File: src/rtl/systolic_pkg.sv
// Shared types for the systolic array arbiter: FSM state encoding and
// index-width helper used by the top and the round-robin selector.
package systolic_pkg;

    localparam int STATE_W = 3;

    typedef enum logic [STATE_W-1:0] {
        IDLE  = 3'd0,
        FEED  = 3'd1,
        WAIT  = 3'd2,
        DRAIN = 3'd3,
        CLR   = 3'd4
    } state_t;

    // Width of a requester index; a single requester still needs one bit.
    function automatic int idx_w(input int n);
        return (n > 1) ? $clog2(n) : 1;
    endfunction

endpackage

File: src/rtl/systolic_arbiter_if.sv
// Handshake bundle between requesters, the arbiter and the shared systolic array.
// The arbiter uses the master modport; the environment uses slave.
interface systolic_arbiter_if #(
    parameter int NREQ = 2,
    parameter int BW   = 32
);
    logic [NREQ-1:0]         job_req;
    logic [NREQ-1:0]         job_gnt;
    logic [NREQ-1:0]         x_recv_val;
    logic [NREQ-1:0]         x_recv_rdy;
    logic [NREQ-1:0][BW-1:0] x_recv_msg;
    logic [NREQ-1:0]         w_recv_val;
    logic [NREQ-1:0]         w_recv_rdy;
    logic [NREQ-1:0][BW-1:0] w_recv_msg;
    logic                    arr_x_val;
    logic                    arr_x_rdy;
    logic [BW-1:0]           arr_x_msg;
    logic                    arr_w_val;
    logic                    arr_w_rdy;
    logic [BW-1:0]           arr_w_msg;
    logic                    arr_done;
    logic                    arr_clr;
    logic                    arr_out_val;
    logic                    arr_out_rdy;
    logic [BW-1:0]           arr_out_msg;
    logic [NREQ-1:0]         out_send_val;
    logic [NREQ-1:0]         out_send_rdy;
    logic [NREQ-1:0][BW-1:0] out_send_msg;
    logic                    busy;

    modport master (
        input  job_req, x_recv_val, x_recv_msg, w_recv_val, w_recv_msg,
        input  arr_x_rdy, arr_w_rdy, arr_done, arr_out_val, arr_out_msg, out_send_rdy,
        output job_gnt, x_recv_rdy, w_recv_rdy, arr_x_val, arr_x_msg, arr_w_val, arr_w_msg,
        output arr_clr, arr_out_rdy, out_send_val, out_send_msg, busy
    );

    modport slave (
        output job_req, x_recv_val, x_recv_msg, w_recv_val, w_recv_msg,
        output arr_x_rdy, arr_w_rdy, arr_done, arr_out_val, arr_out_msg, out_send_rdy,
        input  job_gnt, x_recv_rdy, w_recv_rdy, arr_x_val, arr_x_msg, arr_w_val, arr_w_msg,
        input  arr_clr, arr_out_rdy, out_send_val, out_send_msg, busy
    );

endinterface

File: src/rtl/systolic_rr_arb.sv
// Round-robin requester selection: the search starts just above the last
// owner and wraps, so the previous owner has lowest priority.
module systolic_rr_arb
    import systolic_pkg::*;
#(
    parameter  int NREQ = 2,
    localparam int IW   = idx_w(NREQ)
) (
    input  logic [NREQ-1:0] i_req,
    input  logic [IW-1:0]   i_last_owner,
    output logic [NREQ-1:0] o_gnt,
    output logic [IW-1:0]   o_idx
);

    logic w_found;

    always_comb begin
        o_gnt   = '0;
        o_idx   = '0;
        w_found = 1'b0;
        for (int i = 0; i < NREQ; i++) begin
            if (!w_found && i_req[i] && (i > int'(i_last_owner))) begin
                w_found  = 1'b1;
                o_gnt[i] = 1'b1;
                o_idx    = IW'(i);
            end
        end
        // Wrap-around pass: lowest index at or below the last owner.
        for (int i = 0; i < NREQ; i++) begin
            if (!w_found && i_req[i]) begin
                w_found  = 1'b1;
                o_gnt[i] = 1'b1;
                o_idx    = IW'(i);
            end
        end
    end

endmodule

File: src/rtl/systolic_arbiter.sv
// Time-shares one systolic array among NREQ requesters: one job at a time,
// operands fed in, results drained back to the owner, then the array is cleared.
module systolic_arbiter
    import systolic_pkg::*;
#(
    parameter int NREQ = 2,
    parameter int SIZE = 4,
    parameter int BW   = 32
) (
    input  logic                clk,
    input  logic                rst,
    systolic_arbiter_if.master  bus
);

    localparam int IW  = idx_w(NREQ);
    localparam int XCW = $clog2(SIZE + 1);
    localparam int OCW = $clog2(SIZE * SIZE + 1);
    localparam logic [XCW-1:0] X_FULL = XCW'(SIZE);
    localparam logic [OCW-1:0] O_FULL = OCW'(SIZE * SIZE);

    state_t          r_state;
    state_t          w_next;
    logic [IW-1:0]   r_owner;
    logic [IW-1:0]   r_last_owner;
    logic [XCW-1:0]  r_x_cnt;
    logic [XCW-1:0]  r_w_cnt;
    logic [OCW-1:0]  r_o_cnt;
    logic [NREQ-1:0] w_rr_gnt;
    logic [IW-1:0]   w_rr_idx;
    logic            w_x_fire;
    logic            w_w_fire;
    logic            w_o_fire;
    logic            w_o_room;
    logic [BW-1:0]   w_res_msg;

    assign w_res_msg = bus.arr_out_msg;

    systolic_rr_arb #(.NREQ(NREQ)) u_rr (
        .i_req        (bus.job_req),
        .i_last_owner (r_last_owner),
        .o_gnt        (w_rr_gnt),
        .o_idx        (w_rr_idx)
    );

    always_ff @(posedge clk) begin
        if (!rst) r_state <= IDLE;
        else      r_state <= w_next;
    end

    always_ff @(posedge clk) begin
        if (!rst) begin
            r_owner      <= '0;
            r_last_owner <= IW'(NREQ - 1);
            r_x_cnt      <= '0;
            r_w_cnt      <= '0;
            r_o_cnt      <= '0;
        end else begin
            case (r_state)
                IDLE:  if (|w_rr_gnt) r_owner <= w_rr_idx;
                FEED: begin
                    if (w_x_fire) r_x_cnt <= r_x_cnt + XCW'(1);
                    if (w_w_fire) r_w_cnt <= r_w_cnt + XCW'(1);
                end
                DRAIN: if (w_o_fire) r_o_cnt <= r_o_cnt + OCW'(1);
                CLR: begin
                    r_x_cnt      <= '0;
                    r_w_cnt      <= '0;
                    r_o_cnt      <= '0;
                    r_last_owner <= r_owner;
                end
                default: ;
            endcase
        end
    end

    always_comb begin
        w_next = r_state;
        case (r_state)
            IDLE:    if (|w_rr_gnt) w_next = FEED;
            FEED:    if ((r_x_cnt == X_FULL) && (r_w_cnt == X_FULL)) w_next = WAIT;
            WAIT:    if (bus.arr_done) w_next = DRAIN;
            DRAIN:   if (r_o_cnt == O_FULL) w_next = CLR;
            CLR:     w_next = IDLE;
            default: w_next = IDLE;
        endcase
    end

    always_comb begin
        bus.job_gnt      = '0;
        bus.x_recv_rdy   = '0;
        bus.w_recv_rdy   = '0;
        bus.arr_x_val    = 1'b0;
        bus.arr_x_msg    = '0;
        bus.arr_w_val    = 1'b0;
        bus.arr_w_msg    = '0;
        bus.arr_clr      = 1'b0;
        bus.arr_out_rdy  = 1'b0;
        bus.out_send_val = '0;
        bus.out_send_msg = {NREQ{w_res_msg}};
        bus.busy         = (r_state != IDLE);
        w_x_fire         = 1'b0;
        w_w_fire         = 1'b0;
        w_o_fire         = 1'b0;
        w_o_room         = 1'b0;
        if (r_state != IDLE) bus.job_gnt[r_owner] = 1'b1;
        case (r_state)
            FEED: begin
                bus.arr_x_val           = bus.x_recv_val[r_owner] & (r_x_cnt < X_FULL);
                bus.x_recv_rdy[r_owner] = bus.arr_x_rdy & (r_x_cnt < X_FULL);
                bus.arr_x_msg           = bus.x_recv_msg[r_owner];
                bus.arr_w_val           = bus.w_recv_val[r_owner] & (r_w_cnt < X_FULL);
                bus.w_recv_rdy[r_owner] = bus.arr_w_rdy & (r_w_cnt < X_FULL);
                bus.arr_w_msg           = bus.w_recv_msg[r_owner];
                w_x_fire                = bus.arr_x_val & bus.arr_x_rdy;
                w_w_fire                = bus.arr_w_val & bus.arr_w_rdy;
            end
            DRAIN: begin
                // Once every result is through, stop accepting so nothing is duplicated.
                w_o_room                  = (r_o_cnt < O_FULL);
                bus.out_send_val[r_owner] = bus.arr_out_val & w_o_room;
                bus.arr_out_rdy           = bus.out_send_rdy[r_owner] & w_o_room;
                w_o_fire                  = bus.arr_out_val & bus.arr_out_rdy;
            end
            CLR:     bus.arr_clr = 1'b1;
            default: ;
        endcase
    end

endmodule
File: src/flat_wrapper.sv
// flat-port wrapper written by rule: the top's interface ports become plain ports
module systolic_arbiter_flat import systolic_pkg::*;
#(
    parameter int NREQ = 2,
    parameter int SIZE = 4,
    parameter int BW   = 32
)
  (clk, rst, bus_job_req, bus_x_recv_val, bus_x_recv_msg, bus_w_recv_val, bus_w_recv_msg, bus_arr_x_rdy, bus_arr_w_rdy, bus_arr_done, bus_arr_out_val, bus_arr_out_msg, bus_out_send_rdy, bus_job_gnt, bus_x_recv_rdy, bus_w_recv_rdy, bus_arr_x_val, bus_arr_x_msg, bus_arr_w_val, bus_arr_w_msg, bus_arr_clr, bus_arr_out_rdy, bus_out_send_val, bus_out_send_msg, bus_busy);
  systolic_arbiter_if #(.NREQ(NREQ), .BW(BW)) bus_i ();
  input  logic clk;
  input  logic rst;
  input wire logic [$bits(bus_i.job_req)-1:0] bus_job_req;
  input wire logic [$bits(bus_i.x_recv_val)-1:0] bus_x_recv_val;
  input wire logic [$bits(bus_i.x_recv_msg)-1:0] bus_x_recv_msg;
  input wire logic [$bits(bus_i.w_recv_val)-1:0] bus_w_recv_val;
  input wire logic [$bits(bus_i.w_recv_msg)-1:0] bus_w_recv_msg;
  input wire logic [$bits(bus_i.arr_x_rdy)-1:0] bus_arr_x_rdy;
  input wire logic [$bits(bus_i.arr_w_rdy)-1:0] bus_arr_w_rdy;
  input wire logic [$bits(bus_i.arr_done)-1:0] bus_arr_done;
  input wire logic [$bits(bus_i.arr_out_val)-1:0] bus_arr_out_val;
  input wire logic [$bits(bus_i.arr_out_msg)-1:0] bus_arr_out_msg;
  input wire logic [$bits(bus_i.out_send_rdy)-1:0] bus_out_send_rdy;
  output wire logic [$bits(bus_i.job_gnt)-1:0] bus_job_gnt;
  output wire logic [$bits(bus_i.x_recv_rdy)-1:0] bus_x_recv_rdy;
  output wire logic [$bits(bus_i.w_recv_rdy)-1:0] bus_w_recv_rdy;
  output wire logic [$bits(bus_i.arr_x_val)-1:0] bus_arr_x_val;
  output wire logic [$bits(bus_i.arr_x_msg)-1:0] bus_arr_x_msg;
  output wire logic [$bits(bus_i.arr_w_val)-1:0] bus_arr_w_val;
  output wire logic [$bits(bus_i.arr_w_msg)-1:0] bus_arr_w_msg;
  output wire logic [$bits(bus_i.arr_clr)-1:0] bus_arr_clr;
  output wire logic [$bits(bus_i.arr_out_rdy)-1:0] bus_arr_out_rdy;
  output wire logic [$bits(bus_i.out_send_val)-1:0] bus_out_send_val;
  output wire logic [$bits(bus_i.out_send_msg)-1:0] bus_out_send_msg;
  output wire logic [$bits(bus_i.busy)-1:0] bus_busy;
  assign bus_i.job_req = bus_job_req;
  assign bus_i.x_recv_val = bus_x_recv_val;
  assign bus_i.x_recv_msg = bus_x_recv_msg;
  assign bus_i.w_recv_val = bus_w_recv_val;
  assign bus_i.w_recv_msg = bus_w_recv_msg;
  assign bus_i.arr_x_rdy = bus_arr_x_rdy;
  assign bus_i.arr_w_rdy = bus_arr_w_rdy;
  assign bus_i.arr_done = bus_arr_done;
  assign bus_i.arr_out_val = bus_arr_out_val;
  assign bus_i.arr_out_msg = bus_arr_out_msg;
  assign bus_i.out_send_rdy = bus_out_send_rdy;
  assign bus_job_gnt = bus_i.job_gnt;
  assign bus_x_recv_rdy = bus_i.x_recv_rdy;
  assign bus_w_recv_rdy = bus_i.w_recv_rdy;
  assign bus_arr_x_val = bus_i.arr_x_val;
  assign bus_arr_x_msg = bus_i.arr_x_msg;
  assign bus_arr_w_val = bus_i.arr_w_val;
  assign bus_arr_w_msg = bus_i.arr_w_msg;
  assign bus_arr_clr = bus_i.arr_clr;
  assign bus_arr_out_rdy = bus_i.arr_out_rdy;
  assign bus_out_send_val = bus_i.out_send_val;
  assign bus_out_send_msg = bus_i.out_send_msg;
  assign bus_busy = bus_i.busy;
  systolic_arbiter #(.NREQ(NREQ), .SIZE(SIZE), .BW(BW)) u_core (.clk(clk), .rst(rst), .bus(bus_i));
endmodule
File: config.mk
export PLATFORM = sky130hd
export DESIGN_NAME = systolic_arbiter_flat
export DESIGN_NICKNAME = d
export VERILOG_FILES = /design/src/rtl/systolic_pkg.sv /design/src/rtl/systolic_arbiter_if.sv /design/src/rtl/systolic_rr_arb.sv /design/src/rtl/systolic_arbiter.sv /design/src/flat_wrapper.sv
export SDC_FILE = /design/constraint.sdc
export NUM_CORES = 1
export LEC_CHECK = 0
export ABC_AREA = 1
export CORE_AREA = 2 2 121 123
export DETAILED_ROUTE_END_ITERATION = 6
export DIE_AREA = 0 0 123 125
export GPL_TIMING_DRIVEN = 0
export SYNTH_ARGS = -nofsm -noshare
export SYNTH_HDL_FRONTEND = slang
export SYNTH_SLANG_ARGS = --single-unit
File: constraint.sdc
create_clock -name clk -period 2.1 [get_ports clk]
set_clock_uncertainty 0.1 [all_clocks]
set_input_delay 0.42 -clock clk [delete_from_list [all_inputs] [get_ports clk]]
set_output_delay 0.42 -clock clk [all_outputs]
set_load 0.05 [all_outputs]
==> impl_results.md <==
- WL met3: 1230 um
- Finished Core Util: 39.7%
- # setup viols final: 0
- CTS Root Buffer Type: clkbuf_16
- Simple-gate share of the synthesized area: 38.1%
- Required @ worst endpoint: 1.58 ns
- Post-Layout Cell Count: 911
- Vias in the first global route: 3,424
- Vias post-DR: 3,600
- Gpl congestion: 0.818
- Grt total ovfl: 0
- First-pass GRT wire length: 18,100 um
- Clock slew at reported path FFs: 0.05 ns
- WP data arrival: 1.49 ns
- Synth-to-Final Area Change: 133%
- Mapped Cells: 440
- Netlist cell types: 25
- Static Leak: 2.63 nW
- Multi-input logic area: 1500 um^2
- Synthesized area: 2420 um^2
- Worst hold path type: flop to flop
- Startpoint Class: flop
- FMAX: 0.497 GHz
- Initial DRC Count: 130
- Maximum vdd drop: 380 uV
- Fin. max-slew vios: 0
- H-tree lvl count: 1
- Clock latency on the worst-skew pair: 0.24 ns
- Ant diodes: 0
- Post-Synth Adder-Cell Area: 3.10%
- Deepest clock path buffer count: 2
- Fillers: 1,545
- DRT Pass-1 Iters: 4
- Synth warnings: 0
- CTS tree: done
- Ys async rst share: 0%
- Reg area: 325 um^2
- Largest area contributor in the netlist: nand2_1
- Initial antenna violation count: 0
- Fin crit share: 95.9%
- Slew HR: 65.7%
- Largest net degree at the start of global routing: 11
- Max layer used: met4
- Synth top area share: 27.9%
- WL per Instance: 13.7 um
- Register area share after synthesis: 13.2%
- Core area: 14,200 um^2
- Tightest Pin Transition: 0.513 ns
- Max Cap Viol: 0
- Syn_nets: 620
- M1 WL: 4920 um
- Worst Setup Path Type: flop to output port
- Final min period: 2.01 ns
- Total GRT Usage: 14.9%
- Die Ht: 125 um
- Final ANT Viol Nets: 0
- Port bufs: 282
- Dpl cells: 906
- DRC: 0
- Hold bufs inserted after CTS: 0
- Post-synthesis mux area share: 0%
- Number of placement rows: 44
- CP Capture Type: output port
- RSZ-0062 raised after global routing: true
- Final Hold Vio Count: 0
- Routed wire length: 12,500 um
- Post-synth EDFFs: 0
- Seq cells post-synth: 16
- P per Cell Area: 747 nW/um^2
- Synth area leaders: nand2_1 28%, buf_4 22%, a21oi_1 15%
- Ys flop type: dfxtp_1
- Compound-Gate Fraction of Synth Area: 16.4%
- Initial cell density of the core: 17.1%
- Crit-path max FO: 10
- DR vias/cell: 3.95
- Syn_area_per_cell: 5.51 um^2
- CTS sink cnt: 16
- Final Total Pwr: 4.21 mW
- # IOs: 315
- Met2 wire length: 6190 um
- Xor/xnor share of the synthesized area: 0%
- Combinational family with the most area after synthesis: simple AND/OR/NAND/NOR gates
- Status: completed
- Die area: 15,400 um^2
- Post-DP HPWL: 10,500 um
- Final Net Count: 908
- Layout cell share with drive strength beyond 1: 28.3%
- Chip width: 123 um
- Num CTS Buffers: 3
[logic make-up (layout without fill, tap and decap cells)]
| logic type | after synthesis | count (layout) |
|---|---|---|
| and+or+nand+nor | 226 | 226 |
| buffers and inverters | 114 | 401 |
| AOI/OAI and AO/OA | 78 | 78 |
| DFF | 16 | 16 |
| adders and majority gates | 6 | 6 |
[where the power goes]
group          switching (mW)  total, mW  internal [mW]
combinational            2.24       3.43           1.19
clock                   0.121      0.410          0.289
sequential             0.0355      0.371          0.336
[area by class of cell]
type                       count  share of cell area (%)
sequential                    16                    5.77
buffer                        86                    12.3
timing repair buffer         283                    47.6
clock buffer                   4                    1.58
multi-input combinational    310                    26.5
tap                          184                    4.08
inverter                      28                    2.13
[sequential cells by signal (all words and copies together) (netlist names)]
register and cells:
u_core.r_state 3, u_core.r_last_owner 1, u_core.r_w_cnt 3, u_core.r_o_cnt 5, u_core.r_x_cnt 3, u_core.r_owner 1
[cell usage in the layout, fill, tap and decap left out, types with 2 or more instances in the layout]
master           count
buf_4              121
ha_1                 6
clkdlybuf4s18_2      2
inv_2                3
buf_2                8
buf_6               20
dfxtp_1             14
buf_12               3
clkbuf_2             5
inv_1               23
nand2_1            179
nor2_1              20
clkdlybuf4s50_1    205
nor3_2               3
a21oi_2             18
nand4_1              3
a21oi_1             54
clkbuf_4             3
nor2_2               6
clkbuf_16            3
nand3_1              9
[layer usage]
metal  global-route usage [%]  vias up
li1                         -     1896
met2                     26.7      169
met3                     4.11       10
met4                     2.34        0
met1                     17.7     1525
met5                        0        -
[worst paths after layout]
| kind | from | to | slack, ns | depth (start not counted) |
|---|---|---|---|---|
| max reg2reg | u_core.r_state[0] | u_core.r_o_cnt[0] | 0.71 | 6 |
| max | u_core.r_owner | bus_arr_w_msg[7] | 0.09 | 6 |
| min reg2reg | u_core.r_last_owner | u_core.r_last_owner | 0.38 | 2 |
| min | u_core.r_last_owner | u_core.r_last_owner | 0.38 | 2 |
[metrics by stage]
step	cell area (um^2)	hold slack, ns	setup TNS [ns]	worst slack [ns]
finish	5640	0.383	0	0.0868
floorplan	2430	0.346	-6.14	-0.102
detailed placement	5490	0.375	-40.01	-0.688
global route	5640	0.425	-0.0180	-0.00994
CTS	5500	0.390	-0.0348	-0.0209
global placement	5490	0.367	-39.87	-0.705
[critical path: stages (launching register included)]
cell     delay, ns
dfxtp_1       0.32
buf_6         0.17
buf_12        0.15
buf_6         0.15
nand2_1       0.09
a21oi_1       0.16
buf_4         0.22
[synth_stat cells (all sizes together), types with 2 or more instances]
library cell,count
nand3b,2
o21ai,2
buf,78
a21oi,73
nand2,180
dfxtp,16
clkbuf,8
nor2,27
ha,6
nand3,10
nand4,3
nor3,4
inv,27
[timing repair]
action	4_1_cts	5_1_grt
resized for setup	473	51
endpoints found under the hold margin	0	0
endpoints found under the setup margin	77	70
setup buffers	0	1
Power figures use the tool's default switching activity.
